### src/rtl/uart_byte_transmitter.sv
// Serializes a masked 32-bit sample word (byte 0 first) or a single metadata byte as UART frames.
// Define UART_TX_PARITY_EN to append an even parity bit after the data bits (8E1 instead of 8N1).
module uart_byte_transmitter #(
   parameter int BAUD_DIV = 868
) (
   input  logic        clock,
   input  logic        extReset,
   input  logic [31:0] dataIn,
   input  logic [3:0]  disabledGroups,
   input  logic        write,
   input  logic        writeMeta,
   input  logic [7:0]  meta_data,
   output logic        tx,
   output logic        xmit_idle,
   output logic        busy
);

   localparam int BAUD_W = (BAUD_DIV > 1) ? $clog2(BAUD_DIV) : 1;
`ifdef UART_TX_PARITY_EN
   localparam int FRAME_BITS = 11;
`else
   localparam int FRAME_BITS = 10;
`endif
   localparam logic [3:0]        LAST_BIT  = 4'(FRAME_BITS - 1);
   localparam logic [BAUD_W-1:0] BAUD_LAST = BAUD_W'(BAUD_DIV - 1);

   typedef enum logic [1:0] {
      IDLE,
      SELECT,
      SEND
   } state_t;

   state_t                  state;
   state_t                  state_next;
   logic [31:0]             word_q;
   logic [3:0]              mask_q;
   logic [2:0]              byte_idx;
   logic [FRAME_BITS-1:0]   shift_q;
   logic [3:0]              bit_cnt;
   logic [BAUD_W-1:0]       baud_cnt;

   logic                    found;
   logic [2:0]              sel_idx;
   logic [7:0]              sel_byte;
   logic                    baud_term;
   logic                    frame_done;
   logic [FRAME_BITS-1:0]   frame;

   // Lowest still-enabled byte at or above the current index; descending scan leaves the lowest hit.
   always_comb begin
      found   = 1'b0;
      sel_idx = 3'd0;
      for (int k = 3; k >= 0; k--) begin
         if ((3'(k) >= byte_idx) && !mask_q[k]) begin
            found   = 1'b1;
            sel_idx = 3'(k);
         end
      end
   end

   always_comb begin
      sel_byte = word_q[7:0];
      case (sel_idx[1:0])
         2'd0: sel_byte = word_q[7:0];
         2'd1: sel_byte = word_q[15:8];
         2'd2: sel_byte = word_q[23:16];
         2'd3: sel_byte = word_q[31:24];
         default: sel_byte = word_q[7:0];
      endcase
   end

`ifdef UART_TX_PARITY_EN
   assign frame = {1'b1, ^sel_byte, sel_byte, 1'b0};
`else
   assign frame = {1'b1, sel_byte, 1'b0};
`endif

   assign baud_term  = (baud_cnt == BAUD_LAST);
   assign frame_done = (state == SEND) && baud_term && (bit_cnt == LAST_BIT);

   always_ff @(posedge clock) begin
      if (extReset) begin
         state <= IDLE;
      end else begin
         state <= state_next;
      end
   end

   always_comb begin
      state_next = state;
      tx         = 1'b1;
      xmit_idle  = 1'b0;
      case (state)
         IDLE: begin
            xmit_idle = 1'b1;
            if (write || writeMeta) begin
               state_next = SELECT;
            end
         end
         SELECT: begin
            state_next = found ? SEND : IDLE;
         end
         SEND: begin
            tx = shift_q[0];
            if (frame_done) begin
               state_next = SELECT;
            end
         end
         default: state_next = IDLE;
      endcase
   end

   assign busy = !xmit_idle;

   // Job latches, byte cursor and the per-frame bit/baud counters.
   always_ff @(posedge clock) begin
      if (extReset) begin
         word_q   <= '0;
         mask_q   <= '0;
         byte_idx <= '0;
         shift_q  <= '0;
         bit_cnt  <= '0;
         baud_cnt <= '0;
      end else begin
         case (state)
            IDLE: begin
               if (write) begin
                  word_q   <= dataIn;
                  mask_q   <= disabledGroups;
                  byte_idx <= 3'd0;
               end else if (writeMeta) begin
                  word_q   <= {24'd0, meta_data};
                  mask_q   <= 4'b1110;
                  byte_idx <= 3'd0;
               end
            end
            SELECT: begin
               if (found) begin
                  shift_q  <= frame;
                  bit_cnt  <= 4'd0;
                  baud_cnt <= '0;
                  byte_idx <= sel_idx + 3'd1;
               end
            end
            SEND: begin
               if (baud_term) begin
                  baud_cnt <= '0;
                  shift_q  <= {1'b1, shift_q[FRAME_BITS-1:1]};
                  bit_cnt  <= bit_cnt + 4'd1;
               end else begin
                  baud_cnt <= baud_cnt + BAUD_W'(1);
               end
            end
            default: ;
         endcase
      end
   end

endmodule

### config.mk
export PLATFORM = sky130hd
export DESIGN_NAME = uart_byte_transmitter
export DESIGN_NICKNAME = d
export VERILOG_FILES = /design/src/rtl/uart_byte_transmitter.sv
export SDC_FILE = /design/constraint.sdc
export NUM_CORES = 1
export LEC_CHECK = 0
export ABC_CLOCK_PERIOD_IN_PS = 6540
export BUFFER_PORTS_ARGS = -buffer_cell sky130_fd_sc_hd__buf_2
export CELL_PAD_IN_SITES_DETAIL_PLACEMENT = 0
export CELL_PAD_IN_SITES_GLOBAL_PLACEMENT = 1
export CORE_ASPECT_RATIO = 2
export CORE_MARGIN = 3
export CORE_UTILIZATION = 35
export CTS_BUF_LIST = sky130_fd_sc_hd__clkbuf_2
export CTS_CLUSTER_SIZE = 25
export DETAILED_ROUTE_END_ITERATION = 7
export HOLD_SLACK_MARGIN = 0.03
export PLACE_DENSITY_LB_ADDON = 0.05
export SLEW_MARGIN = 40
export SYNTH_ARGS = -nofsm -noshare
export SYNTH_HDL_FRONTEND = slang
export SYNTH_SLANG_ARGS = --single-unit
### constraint.sdc
create_clock -name clock -period 6.54 [get_ports clock]
set_input_delay 0.327 -clock clock [delete_from_list [all_inputs] [get_ports clock]]
set_output_delay 0.327 -clock clock [all_outputs]
set_load 0.02 [all_outputs]
==> impl_results.md, run 1 <==
* Residual DRC at 0
* Hold slack at 0.123 ns
* Syn Std Cell Area at 0.00319 sq mm
* Non-filler cells, final at 520
* Post-synthesis sequential area ratio at 40.8%
* Antenna-violating nets left at 0
* Crit path DAT at 2.99 ns
* Top-Level Pins at 51
* Worst-path clk slew at 0.19 ns
* Synth top area cells: dfxtp_1, a22oi_1, nor2_1
* Predominant post-synthesis flop cell: dfxtp_1
* Clock Tree Buf Depth at 2
* Critical setup path kind: flip-flop to flip-flop
* Worst Path Max Fanout at 16
* Status: completed
* Gr usage total at 17.5%
* EDFF count, synth at 0
* CTS tree: done
* CTS Sinks at 65
* Share of the synthesized area in the top cell type at 40.8%
* PostCTS Resize Cnt at 0
* Drt first pass iters at 4
* H-tree depth at 3
* Dpl hpwl at 6160 um
* Critical Path Max Stage Delay at 0.59 ns
* Hold Crit Class: input pin to flip-flop
* Initial drt markers at 147
* Hold path startpoint: meta_data[6]
* Final WL at 8570 um
* Worst-Margin Slew at 0.757 ns
* Die Footprint at 0.0104 sq mm
* Max Transition Viols Final at 0
* Top cell type by total area after synthesis: dfxtp_1
* Rel. slew slack at 49.3%
* Reg-to-reg startpoint: mask_q[3]
* Layout Skew at 0.0254 ns
* Fin crit share at 39.2%
* WP buf/inv at 0
* Number of synthesized register bits at 65
* Vias per cell at 5.36
* Die H at 141 um
* Required time of the critical path at 6.97 ns
* Routed length per instance at 16.5 um
* Post-Synthesis Cells at 346
* Placed cell count at 475
* Pleak at 1.64 nW
* CP startpoint: mask_q[3]
* Hold Crit Depth at 3
* Row Count at 48
* Max Freq at 0.391 GHz
* Reg-to-Reg End: shift_q[6]
* FF-to-FF setup slack at 3.98 ns
* P&R area growth vs syn at 24.0%
* R2R depth at 7
* IO buf count at 50
* CP max-delay cell: ha_1
* Root buf cell: clkbuf_2
* Most common cell after layout, fill and taps aside: dfxtp_1
* CP endpoint kind: flip-flop
* Max IR drop VDD at 0.113 mV
* Avg Cell Area, Syn at 9.21 sq um
* Number of max-cap violations at 0
* Hold Crit Endpoint: word_q[6]
* First-pass GRT wire length at 13700 um
* Total grt overflow at 0
* Final nets at 469
* Core area at 0.00877 sq mm
* Min Clock Period, post-route at 2.56 ns
* CTS buffer count at 9
* Crit-path leading delay family: compound AO/OA/AOI/OAI gates
* Startpoint Class: flip-flop
* Vias in the first global route at 2725
* Unrepaired setup endpoints after global routing: false
* Async set-reset flop share out of synthesis at 0%
* Horiz. Die Dim at 73.5 um
* Worst skew pair latency at 0.52 ns
* Setup TNS at 0 ns
* Largest net degree at the start of global routing at 64
* Via count at 2787
* Initial antenna violation count at 1
* Yosys synthesis warning count at 0
* Final setup fails at 0
* Effective utilization at floorplan at 36.4%
* Final hold viol count at 0
* Syn_nets at 401
* Critical path cell sequence: and3b_1 > o311ai_1 > ha_1 > nor2b_1 > a211o_1 > a21oi_1 > mux2_4
* Power Dens Cells at 264 mW/mm^2
* Commonest cells after routing, fill and taps aside: dfxtp_1, buf_2, nor2_1, a22oi_1, dlygate4sd3_1
* Netlist cell types at 55
* Layout cells sized above 1 at 21.7%
* Gpl congestion at 0.725
metal layers:
layer	GRT usage (%)	vias to the layer above	share of wire (%)
met2	31.6	43	57
met3	3.78	14	3.1
li1	-	1411	-
met4	7.55	0	1.9
met5	0	-	0
met1	18.7	1319	38
report_power, final:
| part | switching, mW | internal (mW) | leakage [nW] |
|---|---|---|---|
| Sequential | 0.0290 | 0.430 | 0.531 |
| Clock | 0.158 | 0.204 | 0.103 |
| Combinational | 0.119 | 0.103 | 1.01 |
| Total | 0.306 | 0.736 | 1.64 |
timing repair:
item,in CTS,in global routing
setup buffers,0,0
endpoints found under the hold margin,28,0
hold buffers,28,0
worst reg2reg max path: stages (launching register included):
cell	delay (ns)
dfxtp_1	0.49
and3b_1	0.21
o311ai_1	0.54
ha_1	0.59
nor2b_1	0.21
a211o_1	0.11
a21oi_1	0.06
mux2_4	0.29
sequential cells by signal, indices dropped and copies added, names as in the netlist:
name      flops
mask_q        4
baud_cnt     10
state         2
byte_idx      3
bit_cnt       4
word_q       32
shift_q      10
cell usage after synthesis (4+ instances only):
master    instances
dfxtp_1          65
nor2_1           41
a22oi_1          33
a21oi_1          20
nor2b_1          18
nand2_1          14
buf_2            10
a211oi_1          9
inv_1             9
mux2i_1           9
a211o_1           8
clkbuf_1          8
ha_1              7
nand3_1           7
nor3_1            6
o21ai_0           6
mux2_4            5
o21a_1            5
or3_1             5
buf_1             4
cell families after synthesis:
logic type | count (synthesis) | share of synthesized area [%]
AO/OA/AOI/OAI | 113 | 26.7
AND/OR/NAND/NOR | 110 | 18.6
flip-flops | 65 | 40.8
buffers and inverters | 32 | 4.40
multiplexers | 17 | 6.24
adder cells (fa/ha/maj) | 7 | 2.75
XOR/XNOR | 2 | 0.550
layout make-up:
| cell class | instances | area [sq um] |
|---|---|---|
| fill | 917 | 4810 |
| multi-input combinational | 249 | 1760 |
| sequential | 65 | 1300 |
| timing repair buffer | 80 | 546 |
| clock inverter | 7 | 141 |
| tap | 100 | 125 |
| clock buffer | 9 | 45.0 |
| inverter | 9 | 33.8 |
| antenna | 1 | 2.50 |
through the flow:
step                area (sq um)  util [%]  worst slack [ns]  power (mW)
global route                3950      45.1              3.75        1.11
floorplan                   3190         -              4.27       0.621
CTS                         3950      45.1              3.98        1.06
detailed placement          3480      39.7              3.99       0.681
global placement            3480      39.6              4.05       0.677
finish                      3950      45.1              3.98        1.04
worst max path at each step:
| stage | end | cells after the start | slack, ns |
|---|---|---|---|
| final | shift_q[6] | 7 | 3.98 |
| after detailed placement | shift_q[6] | 7 | 3.99 |
| after global routing | shift_q[6] | 7 | 3.75 |
| after global placement | shift_q[4] | 7 | 4.05 |
| after CTS | shift_q[6] | 7 | 3.98 |
| after floorplan | shift_q[8] | 8 | 4.27 |
(Power assumes the default switching activity.)
==> inputs of run 2 (changes only) <==
--- a/config.mk
+++ b/config.mk
@@ -5,7 +5,8 @@
 export SDC_FILE = /design/constraint.sdc
 export NUM_CORES = 1
 export LEC_CHECK = 0
-export ABC_CLOCK_PERIOD_IN_PS = 6540
+export ABC_AREA = 1
+export ABC_CLOCK_PERIOD_IN_PS = 2500
 export BUFFER_PORTS_ARGS = -buffer_cell sky130_fd_sc_hd__buf_2
 export CELL_PAD_IN_SITES_DETAIL_PLACEMENT = 0
 export CELL_PAD_IN_SITES_GLOBAL_PLACEMENT = 1
==> constraint.sdc (replaced) <==
create_clock -name clock -period 2.5 [get_ports clock]
set_input_delay 0.125 -clock clock [delete_from_list [all_inputs] [get_ports clock]]
set_output_delay 0.125 -clock clock [all_outputs]
set_load 0.02 [all_outputs]
==> run 2 against run 1 <==
Against the previous run: count of clock-buffer cells in the layout up 2; fmax up 22%; register-to-register slack got worse by 3.6 ns; die area increased by 2.5%; flip-flop and latch count stayed put; sequential share of layout area fell by 0.71 points; via count is 17% higher; hold slack got worse by 0.051 ns; clock power is 38% higher.
==> impl_results.md, run 2 <==
* Status: completed (unchanged)
* Vias per cell at 4.89 (was 5.36)
* First-pass GRT wire length at 15000 um (was 13700 um)
* Worst-Margin Slew at 0.580 ns (was 0.757 ns)
* Final setup fails at 0 (unchanged)
* Share of the synthesized area in the top cell type at 39.8% (was 40.8%)
* XOR/XNOR Fraction of Synth Area at 0.535% (was 0.549%)
* Top cell type by total area after synthesis: dfxtp_1 (unchanged)
* Worst-path clk slew at 0.19 ns (about the same)
* Unrepaired setup endpoints after global routing: false (unchanged)
* Hold slack at 0.0724 ns (was 0.123 ns)
* Clock power share at 13.1% (was 34.7%)
* Layout cells sized above 1 at 16.5% (was 21.7%)
* EDFF count, synth at 0 (unchanged)
* Most flop-heavy register: word_q (unchanged)
* Number of flip-flops under the largest register name at 32 (unchanged)
* Psw at 1.68 mW (was 0.306 mW)
* Final WL at 9150 um (was 8570 um)
* Netlist cell types at 32 (was 55)
* Initial antenna violation count at 1 (unchanged)
* Die H at 143 um (was 141 um)
* Crit path DAT at 2.49 ns (was 2.99 ns)
* Logic pwr share at 49.9% (was 21.3%)
* Startpoint Class: flip-flop (unchanged)
* Horiz. Die Dim at 74.4 um (was 73.5 um)
* Rel. slew slack at 61.3% (was 49.3%)
* Worst skew pair latency at 0.51 ns (was 0.52 ns)
* Effective utilization at floorplan at 36.1% (was 36.4%)
* Pleak at 1.76 nW (was 1.64 nW)
* CTS Sinks at 65 (unchanged)
* Core area at 0.00907 sq mm (was 0.00877 sq mm)
* Via count at 3252 (was 2787)
* Final nets at 613 (was 469)
* Total design power at 3.82 mW (was 1.04 mW)
* Syn Std Cell Area at 0.00327 sq mm (was 0.00319 sq mm)
* Gr usage total at 18.5% (was 17.5%)
* Required time of the critical path at 2.90 ns (was 6.97 ns)
* Max IR drop VDD at 0.599 mV (was 0.113 mV)
* Synth top area cells: dfxtp_1, nand2_1, a21oi_1 (was dfxtp_1, a22oi_1, nor2_1)
* Top Registers: word_q x32, baud_cnt x10, shift_q x10 (unchanged)
* Layout Skew at 0.0338 ns (was 0.0254 ns)
* Largest net degree at the start of global routing at 41 (was 64)
* H-tree depth at 3 (unchanged)
* Min Clock Period, post-route at 2.10 ns (was 2.56 ns)
* Clock Tree Buf Depth at 2 (unchanged)
* CTS buffer count at 9 (unchanged)
* Yosys synthesis warning count at 0 (unchanged)
* Compound-Gate Fraction of Synth Area at 14.3% (was 26.7%)
* Drt first pass iters at 4 (unchanged)
* Post-synthesis sequential area ratio at 39.8% (was 40.8%)
* Residual DRC at 0 (unchanged)
* Most frequent cell after synthesis: nand2_1 (was dfxtp_1)
* Post-Synthesis Cells at 475 (was 346)
* Initial drt markers at 108 (was 147)
* Gpl congestion at 0.780 (was 0.725)
* Antenna-violating nets left at 0 (unchanged)
* Hold Crit Class: input pin to flip-flop (unchanged)
* Number of max-cap violations at 0 (unchanged)
* Die Footprint at 0.0106 sq mm (was 0.0104 sq mm)
* Predominant post-synthesis flop cell: dfxtp_1 (unchanged)
* P&R area growth vs syn at 23.5% (was 24.0%)
* Commonest cells after routing, fill and taps aside: nand2_1, dfxtp_1, a21oi_1, buf_2, dlygate4sd3_1 (was dfxtp_1, buf_2, nor2_1, a22oi_1, dlygate4sd3_1)
* Sw frac at 44.1% (was 29.4%)
* Synth cell count leaders: nand2_1, dfxtp_1, a21oi_1, nand3_1, nor2_1 (was dfxtp_1, nor2_1, a22oi_1, a21oi_1, nor2b_1)
* Max Transition Viols Final at 0 (unchanged)
* Dpl hpwl at 6610 um (was 6160 um)
* CTS tree: done (unchanged)
* Setup repair bufs after CTS at 0 (unchanged)
* Fill count at 1003 (was 917)
* Top-Level Pins at 51 (unchanged)
* Vias in the first global route at 3173 (was 2725)
* Setup TNS at 0 ns (unchanged)
* Power Dens Cells at 945 mW/mm^2 (was 264 mW/mm^2)
* Largest family of logic cells by synthesized area: simple AND/OR/NAND/NOR gates (was compound AO/OA/AOI/OAI gates)
* Post-synthesis mux area share at 0% (was 6.24%)
* Fin crit share at 83.9% (was 39.2%)
* IO buf count at 50 (unchanged)
* Routed length per instance at 13.8 um (was 16.5 um)
* Worst Path Max Fanout at 9 (was 16)
* Number of synthesized register bits at 65 (unchanged)
* Reg power frac at 36.9% (was 44.0%)
* Async set-reset flop share out of synthesis at 0% (unchanged)
* Root buf cell: clkbuf_2 (unchanged)
* Most common cell after layout, fill and taps aside: nand2_1 (was dfxtp_1)
* Total grt overflow at 0 (unchanged)
* Cell Int Power at 2.13 mW (was 0.736 mW)
* CP endpoint kind: flip-flop (unchanged)
* Row Count at 49 (was 48)
* Syn_nets at 530 (was 401)
* Post-synthesis adder-cell area fraction at 2.68% (was 2.75%)
* Final hold viol count at 0 (unchanged)
* Critical setup path kind: flip-flop to flip-flop (unchanged)
* Max Freq at 0.477 GHz (was 0.391 GHz)
* Post-synthesis simple-gate area fraction at 34.1% (was 18.6%)
* Avg Cell Area, Syn at 6.89 sq um (was 9.21 sq um)
==> run 2: changes by cell type after synthesis, moves of 9 or more <==
cell,delta
a211oi_1,-9
mux2i_1,-9
o21ai_0,+11
nor2b_1,-18
or2_2,+9
nand2_1,+141
nand3_1,+34
a31oi_1,+9
a21oi_1,+39
inv_1,+16
nor2_1,-14
a22oi_1,-33
==> run 2: cell families after synthesis <==
group | Yosys count
AND/OR/NAND/NOR | 255
buffers and inverters | 57
XOR/XNOR | 2
adder cells (fa/ha/maj) | 7
flip-flops | 65
AO/OA/AOI/OAI | 89
==> run 2: worst paths after layout <==
| kind | startpoint | to | slack (ns) | cells past startpoint |
|---|---|---|---|---|
| max | byte_idx[1] | shift_q[4] | 0.40 | 12 |
| min | extReset | baud_cnt[2] | 0.07 | 4 |
| max reg2reg | byte_idx[1] | shift_q[4] | 0.40 | 12 |
| min reg2reg | mask_q[2] | mask_q[2] | 0.48 | 2 |
==> run 2: what timing repair did <==
item | 4_1_cts | 5_1_grt
hold buffers | 45 | 0
hold endpoints to repair | 37 | 0
gates resized for setup | 0 | 0
==> run 2: layout make-up <==
type / count / area, sq um / area share, %
diodes: 1 / 2.50 / 0.0619
clock buffers: 11 / 55.1 / 1.36
clock inverters: 4 / 21.3 / 0.526
inverters: 30 / 113 / 2.79
multi-input cells: 353 / 1690 / 41.8
flip-flops and latches: 65 / 1300 / 32.2
well taps: 102 / 128 / 3.16
repair buffers: 99 / 731 / 18.1
==> run 2: power groups by stage <==
stage / sequential (mW) / combinational [mW] / clock (mW)
4_1_cts: 1.41 / 1.95 / 0.538
2_1_floorplan: 1.38 / 1.47 / 0
3_3_place_gp: 1.43 / 1.82 / 0
6_report: 1.41 / 1.91 / 0.500
3_5_place_dp: 1.43 / 1.83 / 0
5_1_grt: 1.44 / 2.21 / 0.570
==> run 2: routing by layer <==
| layer | GRT usage, % | vias to the layer above | routed length [um] |
|---|---|---|---|
| met5 | 0 | - | 0 |
| met4 | 9.19 | 0 | 290 |
| met3 | 3.10 | 19 | 233 |
| met2 | 33.5 | 55 | 5060 |
| met1 | 20.0 | 1465 | 3570 |
| li1 | - | 1713 | - |
==> run 2: worst max-delay path, stage by stage (launching register included) <==
cell and delay (ns):
dfxtp_1 0.37, nor2_1 0.16, nand2_1 0.11, inv_1 0.07, nor3_1 0.07, inv_1 0.08
ha_1 0.36, inv_1 0.17, or2_2 0.30, nand3_1 0.08, nand2_1 0.05, a21oi_1 0.11
nor2_1 0.05
==> run 2: per-stage QoR <==
step | cell area [sq um] | util, % | worst slack, ns | std cells
6_report | 4040 | 44.5 | 0.404 | 665
5_1_grt | 4040 | 44.5 | 0.141 | 665
4_1_cts | 4040 | 44.5 | 0.375 | 664
3_5_place_dp | 3510 | 38.7 | 0.407 | 604
3_3_place_gp | 3510 | 38.7 | 0.472 | 604
2_1_floorplan | 3270 | - | 0.727 | 475
==> inputs of run 3 (changes only) <==
--- a/config.mk
+++ b/config.mk
@@ -5,8 +5,8 @@
 export SDC_FILE = /design/constraint.sdc
 export NUM_CORES = 1
 export LEC_CHECK = 0
-export ABC_AREA = 1
-export ABC_CLOCK_PERIOD_IN_PS = 2500
+export ABC_AREA = 0
+export ABC_CLOCK_PERIOD_IN_PS = 1950
 export BUFFER_PORTS_ARGS = -buffer_cell sky130_fd_sc_hd__buf_2
 export CELL_PAD_IN_SITES_DETAIL_PLACEMENT = 0
 export CELL_PAD_IN_SITES_GLOBAL_PLACEMENT = 1
==> constraint.sdc (replaced) <==
create_clock -name clock -period 1.95 [get_ports clock]
set_input_delay 0.0975 -clock clock [delete_from_list [all_inputs] [get_ports clock]]
set_output_delay 0.0975 -clock clock [all_outputs]
set_load 0.02 [all_outputs]
==> run 3 against run 2 <==
Against the previous run: the flow now finishes with violations (negative setup slack); core utilization increased by 6.1 points; first-iteration DRC count rose by 48%; hold slack better by 0.0047 ns; routed wire length rose by 5.9%; fmax grew 4.9%; die area is 2.4% lower; flip-flop and latch count did not move; via count decreased by 7.1%; critical path depth decreased by 3; largest power group is now registers.
==> impl_results.md, run 3 (synthesis results as in run 1) <==
* Vias per cell at 5.28 (was 4.89)
* Final hold viol count at 0 (unchanged)
* Placed cell count at 505 (was 604)
* Status: complete, but fails checks (was completed)
* Multi-input gate area at 0.00185 sq mm (was 0.00169 sq mm)
* Final setup fails at 6 (was 0)
* Most flop-heavy register: word_q (unchanged)
* Commonest cells after routing, fill and taps aside: dfxtp_1, buf_2, dlygate4sd3_1, nor2_1, buf_4 (was nand2_1, dfxtp_1, a21oi_1, buf_2, dlygate4sd3_1)
* Max Freq at 0.500 GHz (was 0.477 GHz)
* Max IR drop VDD at 0.558 mV (was 0.599 mV)
* CTS buffer count at 9 (unchanged)
* Pre-CTS WS at -0.231 ns (was 0.407 ns)
* First-pass GRT wire length at 15300 um (was 15000 um)
* Startpoint Class: flip-flop (unchanged)
* Top-Level Pins at 51 (unchanged)
* CTS Sinks at 65 (unchanged)
* Layout cells sized above 1 at 31.2% (was 16.5%)
* Drt first pass iters at 4 (unchanged)
* Rel. slew slack at 69.3% (was 61.3%)
* Clock Tree Buf Depth at 2 (unchanged)
* Required time of the critical path at 2.42 ns (was 2.90 ns)
* PnR worst setup slack at -0.0490 ns (was 0.404 ns)
* Via count at 3021 (was 3252)
* Gpl congestion at 0.784 (was 0.780)
* Routed length per instance at 16.9 um (was 13.8 um)
* Horiz. Die Dim at 73.5 um (was 74.4 um)
* CP endpoint kind: flip-flop (unchanged)
* Root buf cell: clkbuf_2 (unchanged)
* Core area at 0.00877 sq mm (was 0.00907 sq mm)
* Power Dens Cells at 759 mW/mm^2 (was 945 mW/mm^2)
* Total design power at 3.37 mW (was 3.82 mW)
* Worst Path Max Fanout at 5 (was 9)
* Non-filler cells, final at 572 (was 665)
* Top Registers: word_q x32, baud_cnt x10, shift_q x10 (unchanged)
* Number of flip-flops under the largest register name at 32 (unchanged)
* Fin crit share at 103% (was 83.9%)
* Worst-path clk slew at 0.20 ns (was 0.19 ns)
* Fill count at 883 (was 1003)
* Gr usage total at 19.6% (was 18.5%)
* P&R area growth vs syn at 39.4% (was 23.5%)
* H-tree depth at 3 (unchanged)
* Min Clock Period, post-route at 2.00 ns (was 2.10 ns)
* Residual DRC at 0 (unchanged)
* Initial drt markers at 160 (was 108)
* Met3 global-route usage at 4.43% (was 3.10%)
* Vias in the first global route at 3128 (was 3173)
* Layout Skew at 0.0309 ns (was 0.0338 ns)
* Effective utilization at floorplan at 36.4% (was 36.1%)
* Reg area at 0.00132 sq mm (was 0.00130 sq mm)
* Largest net degree at the start of global routing at 29 (was 41)
* IO buf count at 50 (unchanged)
* Initial antenna violation count at 1 (unchanged)
* Worst skew pair latency at 0.54 ns (was 0.51 ns)
* Number of max-cap violations at 0 (unchanged)
* Die Footprint at 0.0104 sq mm (was 0.0106 sq mm)
* Most common cell after layout, fill and taps aside: dfxtp_1 (was nand2_1)
* Pleak at 1.86 nW (was 1.76 nW)
* Unrepaired setup endpoints after global routing: true (was false)
* Worst-Margin Slew at 0.460 ns (was 0.580 ns)
* Grt met1 use at 17.9% (was 20.0%)
* Critical setup path kind: flip-flop to flip-flop (unchanged)
* Final nets at 521 (was 613)
* M2 GR Usage at 39.7% (was 33.5%)
* Die H at 141 um (was 143 um)
* Antenna-violating nets left at 0 (unchanged)
* Total grt overflow at 0 (unchanged)
* Max Transition Viols Final at 0 (unchanged)
* Hold Crit Class: input pin to flip-flop (unchanged)
* Dpl hpwl at 7130 um (was 6610 um)
* Failing checks: negative setup slack
* Crit path DAT at 2.47 ns (was 2.49 ns)
* Row Count at 48 (was 49)
* Final WL at 9690 um (was 9150 um)
* Layer with the highest usage: met2 (unchanged)
* CTS tree: done (unchanged)
-- run 3: power breakdown --
| group | internal, mW | total (mW) | switching [mW] |
|---|---|---|---|
| clock | 0.294 | 0.834 | 0.540 |
| sequential | 1.44 | 1.54 | 0.0921 |
| combinational | 0.515 | 1.00 | 0.487 |
-- run 3: worst max-delay path: stages, from the launching register on --
cell and delay [ns]:
dfxtp_4 0.39, and3b_2 0.23, o311ai_4 0.28, buf_4 0.19, ha_4 0.17, buf_6 0.11
a21oi_2 0.04, a211o_1 0.25, a21oi_1 0.15, mux2_4 0.15
-- run 3: worst paths after layout --
check	slack [ns]	startpoint	cells past startpoint	endpoint
worst max register to register	-0.05	byte_idx[0]	9	shift_q[5]
worst min register to register	0.47	shift_q[9]	2	shift_q[9]
worst min-delay path	0.08	extReset	3	shift_q[2]
worst max-delay path	-0.05	byte_idx[0]	9	shift_q[5]
-- run 3: cell type report --
| class | instances | area share [%] |
|---|---|---|
| diodes | 1 | 0.0563 |
| clock buffers | 9 | 1.01 |
| clock inverters | 7 | 1.58 |
| inverters | 9 | 0.760 |
| multi-input cells | 249 | 41.7 |
| flip-flops and latches | 65 | 29.6 |
| well taps | 100 | 2.82 |
| repair buffers | 132 | 22.5 |
-- run 3: timing repair --
action                                  in CTS  in global routing
endpoints found under the hold margin       39                  0
endpoints found under the setup margin       8                 10
setup buffers                                4                  1
pin swaps                                   11                  2
hold buffers                                45                  0
resized for setup                           22                  3
-- run 3: layer usage --
layer / vias up / routed length, um
met2: 30 / 5900
li1: 1510 / -
met4: 0 / 133
met1: 1471 / 3470
met5: - / 0
met3: 10 / 182
-- run 3: metrics by stage --
stage          setup TNS (ns)  utilization [%]  instance area [sq um]  hold slack [ns]
2_1_floorplan               0                -                   3230            0.258
3_3_place_gp            -1.07             42.7                   3750            0.347
3_5_place_dp            -1.34             42.7                   3750            0.353
4_1_cts                -0.519             50.5                   4430           0.0455
5_1_grt                 -1.16             50.7                   4440           0.0356
6_report               -0.212             50.7                   4440           0.0771
